$ cat src/rtl/ps_pkg.sv
// ----------------------------------------------------------------------------
// ps_pkg
// Shared definitions for the paralelo_serial_param converter:
//   - ps_state_e          : converter FSM states (SYNC, ACTIVE)
//   - PS_IDLE_SYM_DEFAULT : default idle/comma symbol (8'hBC)
//   - ps_frame_len()      : bit slots per frame (DATA_W, or DATA_W+1 when
//                           the PS_PARITY_EN macro appends a parity slot)
//   - ps_cnt_width()      : counter width able to hold 0..n-1
// Configuration macro: PS_PARITY_EN (adds one even-parity slot per frame).
// ----------------------------------------------------------------------------
package ps_pkg;

  typedef enum logic [0:0] {
    SYNC   = 1'b0,
    ACTIVE = 1'b1
  } ps_state_e;

  localparam logic [7:0] PS_IDLE_SYM_DEFAULT = 8'hBC;

  // Number of bit slots in one serial frame.
  function automatic int ps_frame_len(input int data_w);
`ifdef PS_PARITY_EN
    return data_w + 1;
`else
    return data_w;
`endif
  endfunction

  // Width of a counter running over 0..n-1 (never narrower than one bit).
  function automatic int ps_cnt_width(input int n);
    return (n > 1) ? $clog2(n) : 1;
  endfunction

endpackage

$ cat src/rtl/ps_shift_reg.sv
// ----------------------------------------------------------------------------
// ps_shift_reg
// Parallel-load / serial-shift register with selectable bit order and an
// optional trailing even-parity slot.
// Ports:
//   clk         : bit-rate clock, rising edge
//   rst_n       : asynchronous active-low reset
//   load        : load load_word this edge (first bit appears on bit_out
//                 on the same edge)
//   load_word   : word to load
//   parity_slot : (PS_PARITY_EN only) this edge emits the parity bit
//   bit_out     : registered serial bit
//   word_out    : registered copy of the last loaded word
// Configuration macro: PS_PARITY_EN.
// ----------------------------------------------------------------------------
module ps_shift_reg
  import ps_pkg::*;
#(
  parameter int DATA_W    = 8,
  parameter int LSB_FIRST = 0
) (
  input  logic              clk,
  input  logic              rst_n,
  input  logic              load,
  input  logic [DATA_W-1:0] load_word,
`ifdef PS_PARITY_EN
  input  logic              parity_slot,
`endif
  output logic              bit_out,
  output logic [DATA_W-1:0] word_out
);

  logic [DATA_W-1:0] sreg;
  logic [DATA_W-1:0] shifted;
  logic              first_bit;
  logic              next_bit;

  // The register always holds the not-yet-sent bits aligned so that the
  // next bit to emit sits one position in from the output end.
  generate
    if (LSB_FIRST != 0) begin : g_lsb
      assign first_bit = load_word[0];
      assign next_bit  = sreg[1];
      assign shifted   = sreg >> 1;
    end else begin : g_msb
      assign first_bit = load_word[DATA_W-1];
      assign next_bit  = sreg[DATA_W-2];
      assign shifted   = sreg << 1;
    end
  endgenerate

  always_ff @(posedge clk or negedge rst_n) begin
    if (!rst_n) begin
      sreg     <= '0;
      word_out <= '0;
      bit_out  <= 1'b0;
    end else if (load) begin
      sreg     <= load_word;
      word_out <= load_word;
      bit_out  <= first_bit;
    end else begin
      sreg <= shifted;
`ifdef PS_PARITY_EN
      // Even parity is taken from the held copy of the word, so no extra
      // parity register is needed.
      bit_out <= parity_slot ? (^word_out) : next_bit;
`else
      bit_out <= next_bit;
`endif
    end
  end

endmodule

$ cat src/rtl/paralelo_serial_param.sv
// ----------------------------------------------------------------------------
// paralelo_serial_param
// Parallel-to-serial converter on a single bit-rate clock. An internal bit
// counter marks word slots; after reset SYNC_WORDS idle symbols are sent
// before the ready/valid word handshake opens.
// Ports:
//   clk_32f    : bit-rate clock, rising edge
//   reset_L    : asynchronous active-low reset
//   data_in    : parallel word to transmit
//   valid_in   : data_in holds a word
//   ready_out  : last bit slot of a frame while ACTIVE (transfer slot)
//   data_out   : registered serial bit
//   data2send  : word currently being shifted
//   idle_out   : current frame carries IDLE_SYM
//   active_out : FSM is in ACTIVE
// Configuration macro: PS_PARITY_EN (one even-parity slot after each word).
// ----------------------------------------------------------------------------
module paralelo_serial_param
  import ps_pkg::*;
#(
  parameter int                DATA_W     = 8,
  parameter logic [DATA_W-1:0] IDLE_SYM   = DATA_W'(PS_IDLE_SYM_DEFAULT),
  parameter int                SYNC_WORDS = 4,
  parameter int                LSB_FIRST  = 0
) (
  input  logic              clk_32f,
  input  logic              reset_L,
  input  logic [DATA_W-1:0] data_in,
  input  logic              valid_in,
  output logic              ready_out,
  output logic              data_out,
  output logic [DATA_W-1:0] data2send,
  output logic              idle_out,
  output logic              active_out
);

  localparam int FRAME  = ps_frame_len(DATA_W);
  localparam int CNT_W  = ps_cnt_width(FRAME);
  localparam int IDLE_W = ps_cnt_width(SYNC_WORDS + 1);

  localparam logic [CNT_W-1:0]  LAST_SLOT = CNT_W'(FRAME - 1);
  localparam logic [IDLE_W-1:0] LAST_SYNC = IDLE_W'(SYNC_WORDS - 1);

  ps_state_e         state;
  logic [CNT_W-1:0]  bit_cnt;
  logic [IDLE_W-1:0] idle_cnt;
  logic              load;
  logic              accept;
  logic [DATA_W-1:0] load_word;

  // Reset parks bit_cnt on the last slot so the first edge after release
  // is a load edge.
  assign load       = (bit_cnt == LAST_SLOT);
  assign active_out = (state == ACTIVE);
  assign ready_out  = active_out && load;
  assign accept     = valid_in && ready_out;
  assign load_word  = accept ? data_in : IDLE_SYM;

  always_ff @(posedge clk_32f or negedge reset_L) begin
    if (!reset_L) begin
      bit_cnt <= LAST_SLOT;
    end else if (load) begin
      bit_cnt <= '0;
    end else begin
      bit_cnt <= bit_cnt + CNT_W'(1);
    end
  end

  // Every SYNC load counts one idle word; the load that sends the last sync
  // word also opens the handshake. ACTIVE is only left through reset.
  always_ff @(posedge clk_32f or negedge reset_L) begin
    if (!reset_L) begin
      state    <= SYNC;
      idle_cnt <= '0;
      idle_out <= 1'b0;
    end else if (load) begin
      idle_out <= !accept;
      if (state == SYNC) begin
        idle_cnt <= idle_cnt + IDLE_W'(1);
        if (idle_cnt == LAST_SYNC) begin
          state <= ACTIVE;
        end
      end
    end
  end

`ifdef PS_PARITY_EN
  logic parity_slot;

  // Next edge fills the slot right after the last data bit.
  assign parity_slot = (bit_cnt == CNT_W'(DATA_W - 1));
`endif

  ps_shift_reg #(
    .DATA_W    (DATA_W),
    .LSB_FIRST (LSB_FIRST)
  ) u_shift (
    .clk         (clk_32f),
    .rst_n       (reset_L),
    .load        (load),
    .load_word   (load_word),
`ifdef PS_PARITY_EN
    .parity_slot (parity_slot),
`endif
    .bit_out     (data_out),
    .word_out    (data2send)
  );

endmodule

$ cat config.mk
export PLATFORM = sky130hd
export DESIGN_NAME = paralelo_serial_param
export DESIGN_NICKNAME = d
export VERILOG_FILES = /design/src/rtl/ps_pkg.sv /design/src/rtl/ps_shift_reg.sv /design/src/rtl/paralelo_serial_param.sv
export SDC_FILE = /design/constraint.sdc
export NUM_CORES = 1
export LEC_CHECK = 0
export CAP_MARGIN = 20
export CORE_MARGIN = 4
export CORE_UTILIZATION = 35
export DETAILED_ROUTE_END_ITERATION = 7
export HOLD_SLACK_MARGIN = 0.03
export PLACE_DENSITY_LB_ADDON = 0.05
export SETUP_SLACK_MARGIN = 0.15
export SYNTH_ARGS = -nofsm -noshare
export SYNTH_HDL_FRONTEND = slang
export SYNTH_SLANG_ARGS = --single-unit
$ cat constraint.sdc
create_clock -name clk_32f -period 3.66 [get_ports clk_32f]
set_input_delay 0.732 -clock clk_32f [delete_from_list [all_inputs] [get_ports clk_32f]]
set_output_delay 0.732 -clock clk_32f [all_outputs]
set_load 0.02 [all_outputs]
# Yosys cells after proc, flatten, opt, wreduce, memory -nomap -nowiden
# Index checks and enable logic that the tools add are counted.
[totals] reg_bits=24 input_bits=11 out_inout_bits=12
[op_classes] n_addsub=2 eq_ne=2 muxes=6 n_bitwise=1 n_reduce_logical=4
[ops] op="two-way mux 8 bit" n=1
[ops] op="two-way mux 7 bit" n=1
[ops] op="adder 3 x 1 -> 3 bit (second input constant)" n=2
[ops] op="equality test 3 x 2 -> 1 bit (second input constant)" n=1
[ops] op="equality test 3 bit (second input constant)" n=1
[ops] op="two-way mux 1 bit" n=3
[ops] op="two-way mux 3 bit" n=1
[ops] op="logical AND 1 bit" n=2
[ops] op="AND reduction 2 bit" n=1
[ops] op="zero test 1 bit" n=1
[ops] op="NOT 1 bit" n=1

# Depth between registers and ports, before layout
# Gate-level depths: netlist of run 1.
[logic_depth] word_depth=5 depth_mapped=5 ltp_nobuf=4

# Cells and area by module
# From an unflattened synthesis of run 1, not the netlist that was laid out.
[unflattened] cells_unflattened=66 hier_area_um2=1031.0
[by_module_without_submodules] module="ps_shift_reg" instances=1 cells_each=34 area_each_um2=641.9
[by_module_without_submodules] module="paralelo_serial_param" instances=1 cells_each=32 area_each_um2=389.1

# Least setup slack after synthesis of run 1
# No wires, ideal clock.
[synth_path] kind="register -> output" startpoint="register bit_cnt[0]" endpoint="output port ready_out" arrival_ps=1288 t_required_ps=2928 slack_ps=1640 path_stages_with_launch=5 cell_sequence="dfstp_2 > ha_1 > ha_1 > buf_2 > and2_1"
[synth_via] elab_chain_len=2
[synth_lines] item="start: declaration" line_no="paralelo_serial_param.sv:45" text="logic [CNT_W-1:0] bit_cnt;"
[synth_lines] item="start signal: assignment" line_no="paralelo_serial_param.sv:65" text="bit_cnt <= bit_cnt + CNT_W'(1);"
[synth_lines] item="equality test 3 bit" line_no="paralelo_serial_param.sv:53" text="assign load = (bit_cnt == LAST_SLOT);"
[synth_lines] item="logical AND 1 bit" line_no="paralelo_serial_param.sv:55" text="assign ready_out = active_out && load;"
[synth_lines] item="end: declaration" line_no="paralelo_serial_param.sv:30" text="output logic ready_out,"
# Every way passes these cells.

# Worst setup path in the final report of run 1
# Same ends and word-level chain as after synthesis.

==> qor.yml, run 1 <==
outcome: "complete, no violations"
synth_cell_types: 19
tritoncts: "done"
routedWlPerCell_um: 13.9
dp_hpwl_mm: 1.17
p_total_mw: 0.440
layout-drive-gt1-share: 0.100
ctsLongestPathBuffers: 2
holdCritStartpoint: "u_shift.sreg[1]"
critPathMaxFanout: 2
synth_commonest_cells: "dfrtp_1 (21), o22a_1 (10), inv_1 (7)"
core_um2: 2450
seqPwrFrac: 0.631
r2r_slack_ns: 1.90
fin_worst_skew_ns: 0.00382
switchingPower_mw: 0.0976
routed_wl_mm: 1.67
reg2reg_depth: 5
grtUsageTotal: 0.113
diodes: 0
clkPwrFrac: 0.264
crit_start: "bit_cnt[0]"
yosysMostFrequentCell: "dfrtp_1"
hold_buffers: 0
power_leakage_nw: 0.522
arrival_ns: 1.87
ys_ff_latch: 24
rsz0062_at_grt: "no"
vias_per_cell: 4.95
netlist_area_um2: 897
slew_violations: 0
syn_to_final_growth_pct: 32.5
cp-start-kind: "flop"
cap_violations: 0
gp_congestion: 0.627
synth_nets: 80
min_path_type: "reg -> reg"
clk_pin_slew_ns: 0.12
worstSetupPathType: "reg -> out"
port_buffers: 22
internal_power_mw: 0.343
die_w_um: 58.6
cts_buffers: 3
relSlewSlack: 0.607
grt_max_degree: 25
max-vdd-ir-drop_v: 0.000197
cts_root_buf: "clkbuf_4"
std_cell_rows: 18
cellPowerDensity_nw_per_um2: 370
synth_top_flop_cell: "dfrtp_1"
fillers: 241
crit_path_end_kind: "output port"
setup-violations-final: 0
synthTopCellsByArea: "dfrtp_1 (59%), o22a_1 (9.8%), dfstp_2 (8.8%)"
htreeDepth: 1
dp.cells: 115
grt_pass1_wl_mm: 2.83
syn_inst: 65
worst_pin_slew_ns: 0.588
crit_end: "ready_out"
yosys.area.top_type: "dfrtp_1"
synthArstFlopShare: 1.00
comb_power_share: 0.105
finalNonFillerCells: 120
fin_crit_sh: 0.710
fp.dieH_um: 58.6
synth.avg_cell_area_um2: 13.8
timing.final.crit_period_ns: 2.60
post_cts_resized: 0
clkSinkCount: 24
switching_share: 0.222
fin_nets: 106
setup-tns-final_ns: 0
die-area_um2: 3440
postCtsSetupBuffers: 0
ys_seq_area_frac: 0.674
ant_nets: 0
max_freq_mhz: 385
reg2reg_from: "bit_cnt[0]"
final_hold_viol_count: 0
synth_top_area_frac: 0.586
detail_route.iter0.violations: 8
antenna_found_initial: 0
synth-edff-count: 0
initial_core_util: 0.365
grt_pass1_vias: 626
yosysWarnings: 0
worstReg2RegEnd: "u_shift.sreg[5]"
crit_required_ns: 2.93
io_pins: 23
grt.overflow.total: 0
vias: 594
route.detailed.drc: 0
drtPass1Iterations: 2
clock_latency_ns: 0.30
-- how the worst min path moves through the flow --
stage	to	cells past startpoint	slack (ns)
finish	u_shift.sreg[2]	1	0.49
global placement	u_shift.sreg[2]	1	0.45
CTS	u_shift.sreg[2]	1	0.49
detailed placement	u_shift.sreg[3]	1	0.47
global route	u_shift.sreg[2]	1	0.49
floorplan	active_out	0	0.44
-- per-layer routing --
layer / wire length, um / part of all wire / track usage / vias up
li1: - / - / - / 276
met1: 740 / 0.44 / 0.133 / 303
met2: 811 / 0.49 / 0.182 / 13
met3: 99 / 0.059 / 0.0307 / 2
met4: 15 / 0.0090 / 0.0680 / 0
met5: 0 / 0 / 0 / -
-- power groups by stage --
stage          Combinational (mW)  Clock [mW]  Sequential [mW]
5_1_grt                    0.0501       0.134            0.279
4_1_cts                    0.0453       0.123            0.278
3_5_place_dp               0.0452           0            0.283
6_report                   0.0461       0.116            0.278
3_3_place_gp               0.0447           0            0.283
2_1_floorplan             0.00769           0            0.290
-- registers in the layout (all words and copies together) (netlist names) --
name / count
active_out: 1
idle_cnt: 3
idle_out: 1
u_shift.bit_out: 1
u_shift.sreg: 7
u_shift.word_out: 8
bit_cnt: 3
-- final cells by class --
cell class	count	area (um^2)	area share
flip-flops and latches	24	604	0.508
multi-input cells	31	251	0.212
repair buffers	24	243	0.204
well taps	30	37.5	0.0316
clock buffers	4	26.3	0.0221
inverters	7	26.3	0.0221
-- kinds of logic after synthesis --
logic type | count (synthesis) | synth area share
flip-flops | 24 | 0.674
AND/OR/NAND/NOR | 7 | 0.0474
AO/OA/AOI/OAI | 17 | 0.144
buffers and inverters | 10 | 0.0460
multiplexers | 2 | 0.0237
XOR/XNOR | 1 | 0.00976
adder cells (fa/ha/maj) | 4 | 0.0558
-- metrics by stage --
step / area [um^2] / hold slack (ns) / setup slack [ns] / utilization
finish: 1190 / 0.490 / 1.06 / 0.484
floorplan: 897 / 0.436 / 1.64 / -
detailed placement: 1150 / 0.471 / 1.40 / 0.467
global route: 1190 / 0.494 / 0.968 / 0.484
CTS: 1170 / 0.492 / 1.04 / 0.478
global placement: 1150 / 0.452 / 1.42 / 0.467
-- worst max-delay path: stages, from the launching register on --
cell             delay (ns)
dfstp_2                0.55
ha_1                   0.15
ha_1                   0.15
and2_1                 0.12
clkdlybuf4s50_1        0.59
-- layout by cell type (no fill, tap or decap), drive strengths merged, types with 2 or more instances in the layout --
| cell type | netlist | routed |
|---|---|---|
| clkdlybuf4s50 | 0 | 22 |
| dfrtp | 21 | 21 |
| o22a | 10 | 10 |
| inv | 7 | 7 |
| ha | 4 | 4 |
| clkbuf | 0 | 4 |
| o21ai | 4 | 4 |
| dfstp | 3 | 3 |
| nor2 | 2 | 2 |
| nand4 | 2 | 2 |
| buf | 3 | 2 |
Note: power is estimated with default switching activity, not from simulation.
==> run 2: changes to the inputs <==
Clock period 3.66 ns to 2.65 ns, I/O delays scaled along.
==> run 2 against run 1 <==
Compared with the run above:
- sequential power grew 38%
- sequential share of layout area fell by 0.21 points
- critical path type unchanged
- clock skew grew 0.0089 ns
- first-iteration DRC count up 63%
- wire length is 5.0% lower
- final cell count stayed put
- final area up 0.42%
- core utilization rose by 0.20 points
- combinational power grew 35%
- hold slack got worse by 0.017 ns
==> qor.yml, run 2 (synthesis gave the netlist of run 1 again) <==
htreeDepth: 1  # unchanged
antenna_found_initial: 0  # unchanged
fp.dieH_um: 58.6  # unchanged
grt_max_degree: 25  # unchanged
setup-tns-final_ns: 0  # unchanged
std_cell_rows: 18  # unchanged
cellPowerDensity_nw_per_um2: 531  # was 370 nW/um^2
fin_worst_skew_ns: 0.0127  # was 0.00382 ns
grt_pass1_vias: 584  # was 626
die_w_um: 58.6  # unchanged
largest_reg_flops: 8  # unchanged
outcome: "complete, no violations"  # unchanged
clk_pin_slew_ns: 0.13  # was 0.12 ns
cp_cell_sequence: "ha_1, ha_1, and2_1, dlymetal6s2s_1"  # was ha_1, ha_1, and2_1, clkdlybuf4s50_1
slowest_delay_ns: 0.55  # was 0.59 ns
post_cts_resized: 0  # unchanged
tritoncts: "done"  # unchanged
route.detailed.drc: 0  # unchanged
routed_wl_mm: 1.58  # was 1.67 mm
cp-start-kind: "flop"  # unchanged
crit_required_ns: 2.12  # was 2.93 ns
die-area_um2: 3440  # unchanged
critical-path-slowest-cell: "dfstp_2"  # was clkdlybuf4s50_1
gp_congestion: 0.627  # unchanged
core_um2: 2450  # unchanged
layout-drive-gt1-share: 0.111  # was 0.100
ctsLongestPathBuffers: 2  # unchanged
postPlaceCellArea_um2: 1150  # about the same
grtUsageTotal: 0.112  # was 0.113
postCtsSetupBuffers: 0  # unchanged
vias: 579  # was 594
syn_to_final_growth_pct: 33.1  # was 32.5%
grt_pass1_wl_mm: 2.75  # was 2.83 mm
largest_register: "u_shift.word_out"  # unchanged
power_leakage_nw: 0.544  # was 0.522 nW
diodes: 0  # unchanged
p_total_mw: 0.634  # was 0.440 mW
critPathMaxFanout: 2  # unchanged
hold_buffers: 0  # unchanged
fin_nets: 106  # unchanged
port_buffers: 22  # unchanged
detail_route.iter0.violations: 13  # was 8
routedWlPerCell_um: 13.2  # was 13.9 um
ant_nets: 0  # unchanged
timing.final.crit_period_ns: 2.01
initial_core_util: 0.365  # unchanged
io_pins: 23  # unchanged
vias_per_cell: 4.83  # was 4.95
max_freq_mhz: 498
drtPass1Iterations: 2  # unchanged
min_path_type: "reg -> reg"  # unchanged
crit_path_end_kind: "output port"  # unchanged
relSlewSlack: 0.806  # was 0.607
arrival_ns: 1.48  # was 1.87 ns
slew_violations: 0  # unchanged
final_hold_viol_count: 0  # unchanged
cts_root_buf: "clkbuf_4"  # unchanged
clkSinkCount: 24  # unchanged
cts_buffers: 3  # unchanged
cap_violations: 0  # unchanged
rsz0062_at_grt: "no"  # unchanged
fin_crit_sh: 0.758
max-vdd-ir-drop_v: 0.000264  # was 0.000197 V
layout_common_cells: "dfrtp_1 (21), clkdlybuf4s50_1 (21), o22a_1 (10)"  # was clkdlybuf4s50_1 (22), dfrtp_1 (21), o22a_1 (10)
worst_pin_slew_ns: 0.291  # was 0.588 ns
cpMostUsedCell: "ha_1"  # unchanged
fin_area_um2: 1190  # about the same
clock_latency_ns: 0.31  # was 0.30 ns
worstSetupPathType: "reg -> out"  # unchanged
largestRegisters: "u_shift.word_out x8, u_shift.sreg x7"  # unchanged
setup-violations-final: 0  # unchanged
grt.overflow.total: 0  # unchanged
run 2: cell types whose count changed in the layout (fill, tap and decap cells not counted), sizes merged:
cell           previous run  this run
dlymetal6s2s              0         1
clkdlybuf4s50            22        21
run 2: path summary, 6_finish.rpt:
check	start	to	slack, ns	cells past startpoint
setup reg to reg	bit_cnt[0]	u_shift.sreg[5]	0.91	5
min in group asynchronous	reset_L	u_shift.sreg[3]	0.55	2
max in group asynchronous	reset_L	bit_cnt[2]	1.80	2
hold / removal	u_shift.sreg[6]	u_shift.bit_out	0.47	1
hold reg to reg	u_shift.sreg[6]	u_shift.bit_out	0.47	1
setup / recovery	bit_cnt[0]	ready_out	0.64	4
run 2: metrics by stage:
step / util / std cells / setup WS (ns) / hold slack [ns]
finish: 0.486 / 120 / 0.642 / 0.473
global route: 0.486 / 120 / 0.516 / 0.512
CTS: 0.485 / 120 / 0.227 / 0.484
detailed placement: 0.470 / 116 / 0.596 / 0.463
global placement: 0.470 / 116 / 0.613 / 0.453
floorplan: - / 65 / 0.832 / 0.234
run 2: worst max-delay path: cells and delay by family (launching register included):
family,cells,cell delay (ns)
DFF,1,0.55
adders and majority gates,2,0.30
buffers and inverters,1,0.22
and+or+nand+nor,1,0.12
run 2: layer usage:
metal	global-route usage	part of all wire	vias to the layer above
li1	-	-	275
met1	0.152	0.47	285
met2	0.145	0.42	15
met3	0.0351	0.071	4
met4	0.0874	0.031	0
met5	0	0	-
run 2: final cells by class:
type,instances,area (um^2)
fill,243,1260
sequential,24,604
multi-input combinational,31,251
timing repair buffer,24,238
tap,30,37.5
clock buffer,4,36.3
inverter,7,26.3
run 2: power by group:
group | internal [mW] | switching, mW
Sequential | 0.379 | 0.00490
Combinational | 0.0349 | 0.0273
Clock | 0.0839 | 0.104
==> run 3: changes to the inputs <==
Clock period 2.65 ns to 2.1 ns, I/O delays scaled along.
==> run 3 against run 2 <==
Compared with the run above:
- die area is the same
- global-route usage up 0.097 points
- critical path depth is 3 lower
- wire length up 5.7%
- non-clock buffer count is the same
- largest cell class unchanged
- highest routed layer unchanged
==> qor.yml, run 3 (synthesis gave the netlist of run 1 again) <==
worst_pin_slew_ns: 0.308  # was 0.291 ns
layout_common_cells: "dfrtp_1 (21), clkdlybuf4s50_1 (21), o22a_1 (10)"  # unchanged
dp_hpwl_mm: 1.12
vias: 567  # was 579
port_buffers: 22  # unchanged
max-vdd-ir-drop_v: 0.000354  # was 0.000264 V
std_cell_rows: 18  # unchanged
min_path_type: "in -> async"  # was reg -> reg
grtUsageTotal: 0.113  # was 0.112
postCtsSetupBuffers: 0  # unchanged
critPathMaxFanout: 7  # was 2
layout-drive-gt1-share: 0.122  # was 0.111
detail_route.iter0.violations: 14  # was 13
die-area_um2: 3440  # unchanged
crit_path_end_kind: "output port"  # unchanged
setup-tns-final_ns: 0  # unchanged
cellPowerDensity_nw_per_um2: 679  # was 531 nW/um^2
timing.final.crit_period_ns: 1.86
relSlewSlack: 0.795  # was 0.806
cp_top_family: "buffers and inverters"  # was flip-flops
initial_core_util: 0.365  # unchanged
slowest_delay_ns: 0.65  # was 0.55 ns
fin_worst_skew_ns: 0.00328  # was 0.0127 ns
post_cts_resized: 4  # was 0
r2r_slack_ns: 0.36  # was 0.91 ns
grt_pass1_wl_mm: 2.85  # was 2.75 mm
largest_reg_flops: 8  # unchanged
setup-violations-final: 0  # unchanged
ctsLongestPathBuffers: 2  # unchanged
slew_violations: 0  # unchanged
cts_root_buf: "clkbuf_4"  # unchanged
critical-path-slowest-cell: "clkdlybuf4s50_1"  # was dfstp_2
grt_max_degree: 25  # unchanged
final_hold_viol_count: 0  # unchanged
largestRegisters: "u_shift.word_out x8, u_shift.sreg x7"  # unchanged
tritoncts: "done"  # unchanged
syn_to_final_growth_pct: 32.2  # was 33.1%
worstSetupPathType: "reg -> out"  # unchanged
max_freq_mhz: 539
route.detailed.drc: 0  # unchanged
p_total_mw: 0.806  # was 0.634 mW
worstReg2RegEnd: "u_shift.word_out[5]"  # was u_shift.sreg[5]
reg2reg_depth: 5  # unchanged
cp_cell_sequence: "clkdlybuf4s50_1"  # was ha_1, ha_1, and2_1, dlymetal6s2s_1
fp.dieH_um: 58.6  # unchanged
core_um2: 2450  # unchanged
outcome: "complete, no violations"  # unchanged
cap_violations: 0  # unchanged
ant_nets: 0  # unchanged
fin_crit_sh: 0.884
largest_register: "u_shift.word_out"  # unchanged
routedWlPerCell_um: 13.9  # was 13.2 um
power_leakage_nw: 0.527  # was 0.544 nW
reg2reg_from: "bit_cnt[0]"  # unchanged
crit_required_ns: 1.68  # was 2.12 ns
crit_start: "active_out"  # was bit_cnt[0]
antenna_found_initial: 0  # unchanged
fin_area_um2: 1190  # about the same
gp_congestion: 0.630  # was 0.627
io_pins: 23  # unchanged
diodes: 0  # unchanged
die_w_um: 58.6  # unchanged
postPlaceCellArea_um2: 1150  # unchanged
rsz0062_at_grt: "no"  # unchanged
routed_wl_mm: 1.67  # was 1.58 mm
fin_nets: 106  # unchanged
arrival_ns: 1.44  # was 1.48 ns
clk_pin_slew_ns: 0.13  # about the same
cp-start-kind: "flop"  # unchanged
cts_buffers: 3  # unchanged
vias_per_cell: 4.73  # was 4.83
clock_latency_ns: 0.31  # about the same
clkSinkCount: 24  # unchanged
crit_buf_inv: 1  # unchanged
drtPass1Iterations: 2  # unchanged
htreeDepth: 1  # unchanged
hold_buffers: 0  # unchanged
grt.overflow.total: 0  # unchanged
grt_pass1_vias: 599  # was 584
-- run 3: changes by cell type in the layout (fill, tap and decap cells not counted) --
| cell | before | now |
|---|---|---|
| buf_2 | 0 | 1 |
| dlymetal6s2s_1 | 1 | 0 |
-- run 3: report_power, final --
part / switching, mW / internal (mW) / total (mW)
clock: 0.137 / 0.106 / 0.243
sequential: 0.00653 / 0.478 / 0.484
combinational: 0.0346 / 0.0440 / 0.0786
-- run 3: through the flow --
| step | setup slack, ns | hold WS [ns] | cells | utilization |
|---|---|---|---|---|
| 4_1_cts | 0.224 | 0.457 | 120 | 0.483 |
| 6_report | 0.243 | 0.456 | 120 | 0.483 |
| 2_1_floorplan | 0.392 | 0.124 | 65 | - |
| 3_3_place_gp | 0.175 | 0.453 | 116 | 0.470 |
| 3_5_place_dp | 0.153 | 0.463 | 116 | 0.470 |
| 5_1_grt | 0.161 | 0.454 | 120 | 0.483 |
-- run 3: cell type report --
class                           count  area, um^2
Multi-Input combinational cell     31         251
Fill cell                         227        1270
Sequential cell                    24         604
Inverter                            7        26.3
Timing Repair Buffer               24         230
Tap cell                           30        37.5
Clock buffer                        4        36.3
-- run 3: per-layer routing --
metal / GRT usage / vias up / wire [um]
met5: 0 / - / 0
met4: 0.0680 / 0 / 15
met3: 0.0307 / 2 / 108
met2: 0.152 / 13 / 738
met1: 0.161 / 279 / 809
li1: - / 273 / -
-- run 3: worst max-delay path by stage --
stage,endpoint,depth (start not counted)
finish,active_out,1
global route,ready_out,4
CTS,active_out,1
detailed placement,ready_out,4
global placement,ready_out,4
floorplan,ready_out,4
